--- src/rtl/regfile_read_sb.sv ---
// Register-file read side: two registered read ports, one write port and a pending-write scoreboard.
// Optional same-cycle write-to-read bypass is enabled by defining REGFILE_BYPASS_EN.
module regfile_read_sb #(
  parameter int DATA_W   = 16,
  parameter int NUM_REGS = 8,
  parameter int ADDR_W   = 3
) (
  input  logic              clk,
  input  logic              rst,
  input  logic              rd_en,
  input  logic [ADDR_W-1:0] ra_addr,
  input  logic [ADDR_W-1:0] rb_addr,
  output logic [DATA_W-1:0] ra_data,
  output logic [DATA_W-1:0] rb_data,
  input  logic              we,
  input  logic [ADDR_W-1:0] wa_addr,
  input  logic [DATA_W-1:0] wa_data,
  input  logic              iss_en,
  input  logic [ADDR_W-1:0] iss_addr,
  output logic              busy_a,
  output logic              busy_b,
  output logic              stall
);

  logic [DATA_W-1:0]   r_regs [NUM_REGS];
  logic [NUM_REGS-1:0] r_busy;
  logic [DATA_W-1:0]   r_ra_data;
  logic [DATA_W-1:0]   r_rb_data;

  logic [NUM_REGS-1:0] w_wr_hit;
  logic [NUM_REGS-1:0] w_set_hit;
  logic [DATA_W-1:0]   w_ra_next;
  logic [DATA_W-1:0]   w_rb_next;
  logic                w_wr_valid;
  logic                w_iss_fire;
  logic                w_byp_a;
  logic                w_byp_b;
  logic                w_busy_a;
  logic                w_busy_b;
  logic                w_stall;

  assign w_wr_valid = we & (wa_addr != '0);
  // An issue that arrives while decode is stalled belongs to a held instruction and must not mark anything.
  assign w_iss_fire = iss_en & ~w_stall & (iss_addr != '0);

  genvar gi;
  generate
    for (gi = 0; gi < NUM_REGS; gi++) begin : g_strobe
      assign w_wr_hit[gi]  = w_wr_valid & (wa_addr == ADDR_W'(gi));
      assign w_set_hit[gi] = w_iss_fire & (iss_addr == ADDR_W'(gi));
    end
  endgenerate

`ifdef REGFILE_BYPASS_EN
  assign w_byp_a  = w_wr_valid & (wa_addr == ra_addr);
  assign w_byp_b  = w_wr_valid & (wa_addr == rb_addr);
  assign w_busy_a = r_busy[ra_addr] & ~(we & (wa_addr == ra_addr));
  assign w_busy_b = r_busy[rb_addr] & ~(we & (wa_addr == rb_addr));
`else
  assign w_byp_a  = 1'b0;
  assign w_byp_b  = 1'b0;
  assign w_busy_a = r_busy[ra_addr];
  assign w_busy_b = r_busy[rb_addr];
`endif

  assign w_stall = rd_en & (w_busy_a | w_busy_b);

  always_comb begin
    w_ra_next = r_regs[ra_addr];
    w_rb_next = r_regs[rb_addr];
    if (w_byp_a) w_ra_next = wa_data;
    if (w_byp_b) w_rb_next = wa_data;
    if (ra_addr == '0) w_ra_next = '0;
    if (rb_addr == '0) w_rb_next = '0;
  end

  always_ff @(posedge clk or negedge rst) begin
    if (!rst) begin
      for (int i = 0; i < NUM_REGS; i++) r_regs[i] <= '0;
    end else begin
      for (int i = 0; i < NUM_REGS; i++) begin
        if (w_wr_hit[i]) r_regs[i] <= wa_data;
      end
    end
  end

  // Set has priority over clear so a newer in-flight producer keeps its register marked.
  always_ff @(posedge clk or negedge rst) begin
    if (!rst) begin
      r_busy <= '0;
    end else begin
      for (int i = 0; i < NUM_REGS; i++) begin
        if (w_set_hit[i])     r_busy[i] <= 1'b1;
        else if (w_wr_hit[i]) r_busy[i] <= 1'b0;
      end
    end
  end

  always_ff @(posedge clk or negedge rst) begin
    if (!rst) begin
      r_ra_data <= '0;
      r_rb_data <= '0;
    end else if (rd_en) begin
      r_ra_data <= w_ra_next;
      r_rb_data <= w_rb_next;
    end
  end

  assign ra_data = r_ra_data;
  assign rb_data = r_rb_data;
  assign busy_a  = w_busy_a;
  assign busy_b  = w_busy_b;
  assign stall   = w_stall;

endmodule
--- config.mk ---
export PLATFORM = sky130hd
export DESIGN_NAME = regfile_read_sb
export DESIGN_NICKNAME = d
export VERILOG_FILES = /design/src/rtl/regfile_read_sb.sv
export SDC_FILE = /design/constraint.sdc
export NUM_CORES = 1
export LEC_CHECK = 0
export ABC_AREA = 1
export BUFFER_PORTS_ARGS = -buffer_cell sky130_fd_sc_hd__buf_2
export CAP_MARGIN = 20
export CORE_MARGIN = 1.5
export CORE_UTILIZATION = 60
export CTS_BUF_LIST = sky130_fd_sc_hd__clkbuf_4 sky130_fd_sc_hd__clkbuf_8 sky130_fd_sc_hd__clkbuf_16
export DETAILED_ROUTE_END_ITERATION = 10
export PLACE_DENSITY_LB_ADDON = 0.05
export SLEW_MARGIN = 10
export SYNTH_ARGS = -nofsm -noshare
export SYNTH_HDL_FRONTEND = slang
export SYNTH_SLANG_ARGS = --single-unit
--- constraint.sdc ---
create_clock -name clk -period 2.85 [get_ports clk]
set_input_delay 0.1425 -clock clk [delete_from_list [all_inputs] [get_ports clk]]
set_output_delay 0.1425 -clock clk [all_outputs]
set_load 0.01 [all_outputs]
==> impl_metrics.py <==
metrics = {
    "sta": {
        "worst_clock_skew_ns": 0.006989,
        "tightestPinTransition_ns": 0.9587,
        "max_slew_margin_pct": 36.02,
        "period_minus_slack_ns": 2.029,
        "tns_ns": 0,
        "grt_setup_unrepaired": "no",
        "final_hold_viol_count": 0,
        "period_share_pct": 71.18,
        "finalSetupViolCount": 0,
        "final.setup.worst_slack_ns": 0.8214,
        "fmax_mhz": 493.0,
        "final_max_slew_viol_count": 0,
    },
    "status": {
        "outcome": "completed",
    },
    "die": {
        "initial_utilization_pct": 61.16,
        "io-pin-count": 68,
        "fp.dieH_um": 116.0,
        "num_rows": 41,
        "die_area_um2": 13440,
        "core_area_um2": 12520,
        "horiz_die_dim_um": 116.0,
    },
    "clock_network": {
        "insertion_delay_ns": 0.43,
        "tritoncts.num_buffers": 17,
        "cts.sink_count": 152,
        "cts-htree-levels": 4,
        "clk_pin_slew_ns": 0.06,
        "post_cts_gate_resize_count": 0,
        "cts_tree": "yes",
        "cts_root_buf": "clkbuf_16",
        "clk_path_buf_depth": 2,
    },
    "finish": {
        "finalNonFillerCells": 1244,
        "share_of_post_route_cells_with_drive_strength_above_1_pct": 11.95,
        "finalNetCount": 1091,
        "final_design_area_no_fill_um2": 8816,
        "area.growth.synth_to_final_pct": 15.17,
    },
    "setup_path": {
        "crit_path_start": "ra_addr[0]",
        "startpoint_of_the_worst_register_to_register_path": "r_regs[37]",
        "setup.reg_to_reg.worst_slack_ns": 1.53,
        "cp.required_ns": 2.71,
        "timing.critical_path.to_type": "output port",
        "worst_ep_arrival_time_ns": 1.89,
        "worst_setup_path_endpoint": "stall",
        "worstPathMaxFanout": 48,
        "startpoint_type": "input pin",
        "rr_worst_depth": 6,
        "worstReg2RegEnd": "rb_data[5]",
        "startpoint_to_endpoint_class_of_the_critical_path": "in -> out",
    },
    "worst_hold_path": {
        "holdCritStartpoint": "iss_addr[1]",
        "path_category_of_the_worst_min_delay_check": "in -> reg",
    },
    "global_routing": {
        "grt_first_pass_wirelength_mm": 35.96,
        "globalRouteTotalUtil_pct": 35.85,
        "number_of_antenna_violations_at_the_first_check_in_global_routing": 1,
        "grt_start_max_net_pins": 86,
        "global_route.overflow_total": 0,
        "via_count_of_the_first_global_routing_pass": 6657,
    },
    "yosys": {
        "synth_largest_type_area_fraction_pct": 49.69,
        "synth_area_leaders": "dfrtp_1 50%, nand2_1 14%, o21ai_0 11%",
        "synthDominantAreaCellType": "dfrtp_1",
        "synth.top_cells.by_count": "295 x nand2_1, 174 x o21ai_0, 152 x dfrtp_1",
        "yosys_warnings": 0,
        "dominantRegCellSynth": "dfrtp_1",
        "gate_count_post_synth": 1001,
        "synth.yosys.seq_area_share_pct": 49.69,
        "async_set_reset_flop_share_out_of_synthesis_pct": 100.0,
        "synthMostInstantiatedCell": "nand2_1",
        "number_of_flops_mapped_to_enable_cells_by_yosys": 0,
        "syn_avg_cell_area_um2": 7.647,
        "yosys_register_bits": 152,
        "syn_std_cell_area_um2": 7655,
        "synth.lib_cells_used.distinct": 28,
        "number_of_nets_produced_by_synthesis": 1034,
    },
    "routing": {
        "drt-initial-drc-count": 915,
        "vias": 7237,
        "finalWirelength_mm": 22.56,
        "route.detailed.drc": 0,
        "detailedRoute.firstPassIterationCount": 7,
        "wl_per_cell_um": 18.14,
        "avgViaCountPerCell": 5.818,
        "postRouteAntennaNets": 0,
    },
    "placed_design": {
        "pre_cts_slack_ns": 0.8001,
        "dp.cells": 1193,
        "dp.final_hpwl_mm": 14.07,
        "gp_congestion": 0.8986,
        "postPlaceCellArea_um2": 8008,
        "numPortBuffers": 67,
    },
    "run": {
        "timing.max_cap.violations": 0,
    },
    "pwr": {
        "ir_drop_worst_vdd_uv": 445.9,
        "cellLeakagePower_uw": 0.004307,
        "power.density_cell_area_nw_per_um2": 711.0,
    },
}
[worst min path at each step]
stage,depth (start not counted),end,slack [ns]
after floorplan,0,r_busy[0],-0.15
after global placement,1,r_regs[4],0.26
after detailed placement,1,rb_data[0],0.26
after CTS,4,r_busy[4],0.03
after global routing,4,r_busy[2],0.05
final,4,r_busy[4],0.03
[through the flow]
stage	hold WS, ns	power (uW)	utilization [%]
3_3_place_gp	0.2633	3886	63.97
3_5_place_dp	0.2596	3919	63.97
2_1_floorplan	-0.1531	3507	-
5_1_grt	0.05242	6573	70.43
6_report	0.02672	6268	70.43
4_1_cts	0.02559	6249	70.17
[flip-flops by register name (all words and copies together) (netlist names)]
name     count
r_regs     112
ra_data     16
rb_data     16
r_busy       8
[timing repair]
item / in CTS / in global routing
hold buffers: 16 / 0
hold endpoints to repair: 96 / 0
buffers inserted: 0 / 0
endpoints found under the setup margin: 0 / 0
[layer usage]
layer  share of wire [%]  global-route usage (%)  vias to the layer above
li1                    -                       -                     3396
met1                  43                   50.62                     3396
met2                  45                   54.20                      405
met3                  11                   9.937                       40
met4                 1.9                   11.06                        0
met5                   0                       0                        -
[power by group]
group	switching (uW)	internal, uW	leakage [uW]
combinational	716	400	0.00211
clock	885	1440	0.000306
sequential	274	2550	0.00189
total	1880	4390	0.00431
[critical path, stage by stage]
cell	delay, ns
buf_2	0.46
buf_4	0.53
nand2_1	0.10
nand3_1	0.09
nand3_1	0.07
nand2_1	0.10
nand2_1	0.07
nand2_2	0.13
inv_1	0.05
buf_2	0.13
[final cells by class]
class	count	area [um^2]
Antenna cell	1	2.502
Clock buffer	20	466.7
Clock inverter	12	148.9
Fill cell	1096	3701
Inverter	100	375.4
Multi-Input combinational cell	689	3162
Sequential cell	152	3804
Tap cell	172	215.2
Timing Repair Buffer	98	641.9
[placed cells by master (no fill, tap or decap), drive strengths merged, types with 2 or more instances in the layout]
cell         netlist  final
o21ai            181    181
clkbuf            29     20
dfrtp            152    152
bufinv             0      3
nor2              49     49
a21oi             54     54
o22ai              2      2
a31oi              6      6
a41oi              9      9
nand3             47     47
o2111ai            5      5
inv              100    100
o211ai            18     18
clkinv             0      8
nor3              13     13
nand4              3      3
dlygate4sd3        0     16
nand2            299    299
buf               31     82
[cells by family after synthesis]
logic type             Yosys count  share of synthesized area, %
AOI/OAI and AO/OA              277                         19.60
buffers and inverters          160                         9.039
DFF                            152                         49.69
and+or+nand+nor                412                         21.67
Note: power is estimated with default switching activity, not from simulation.
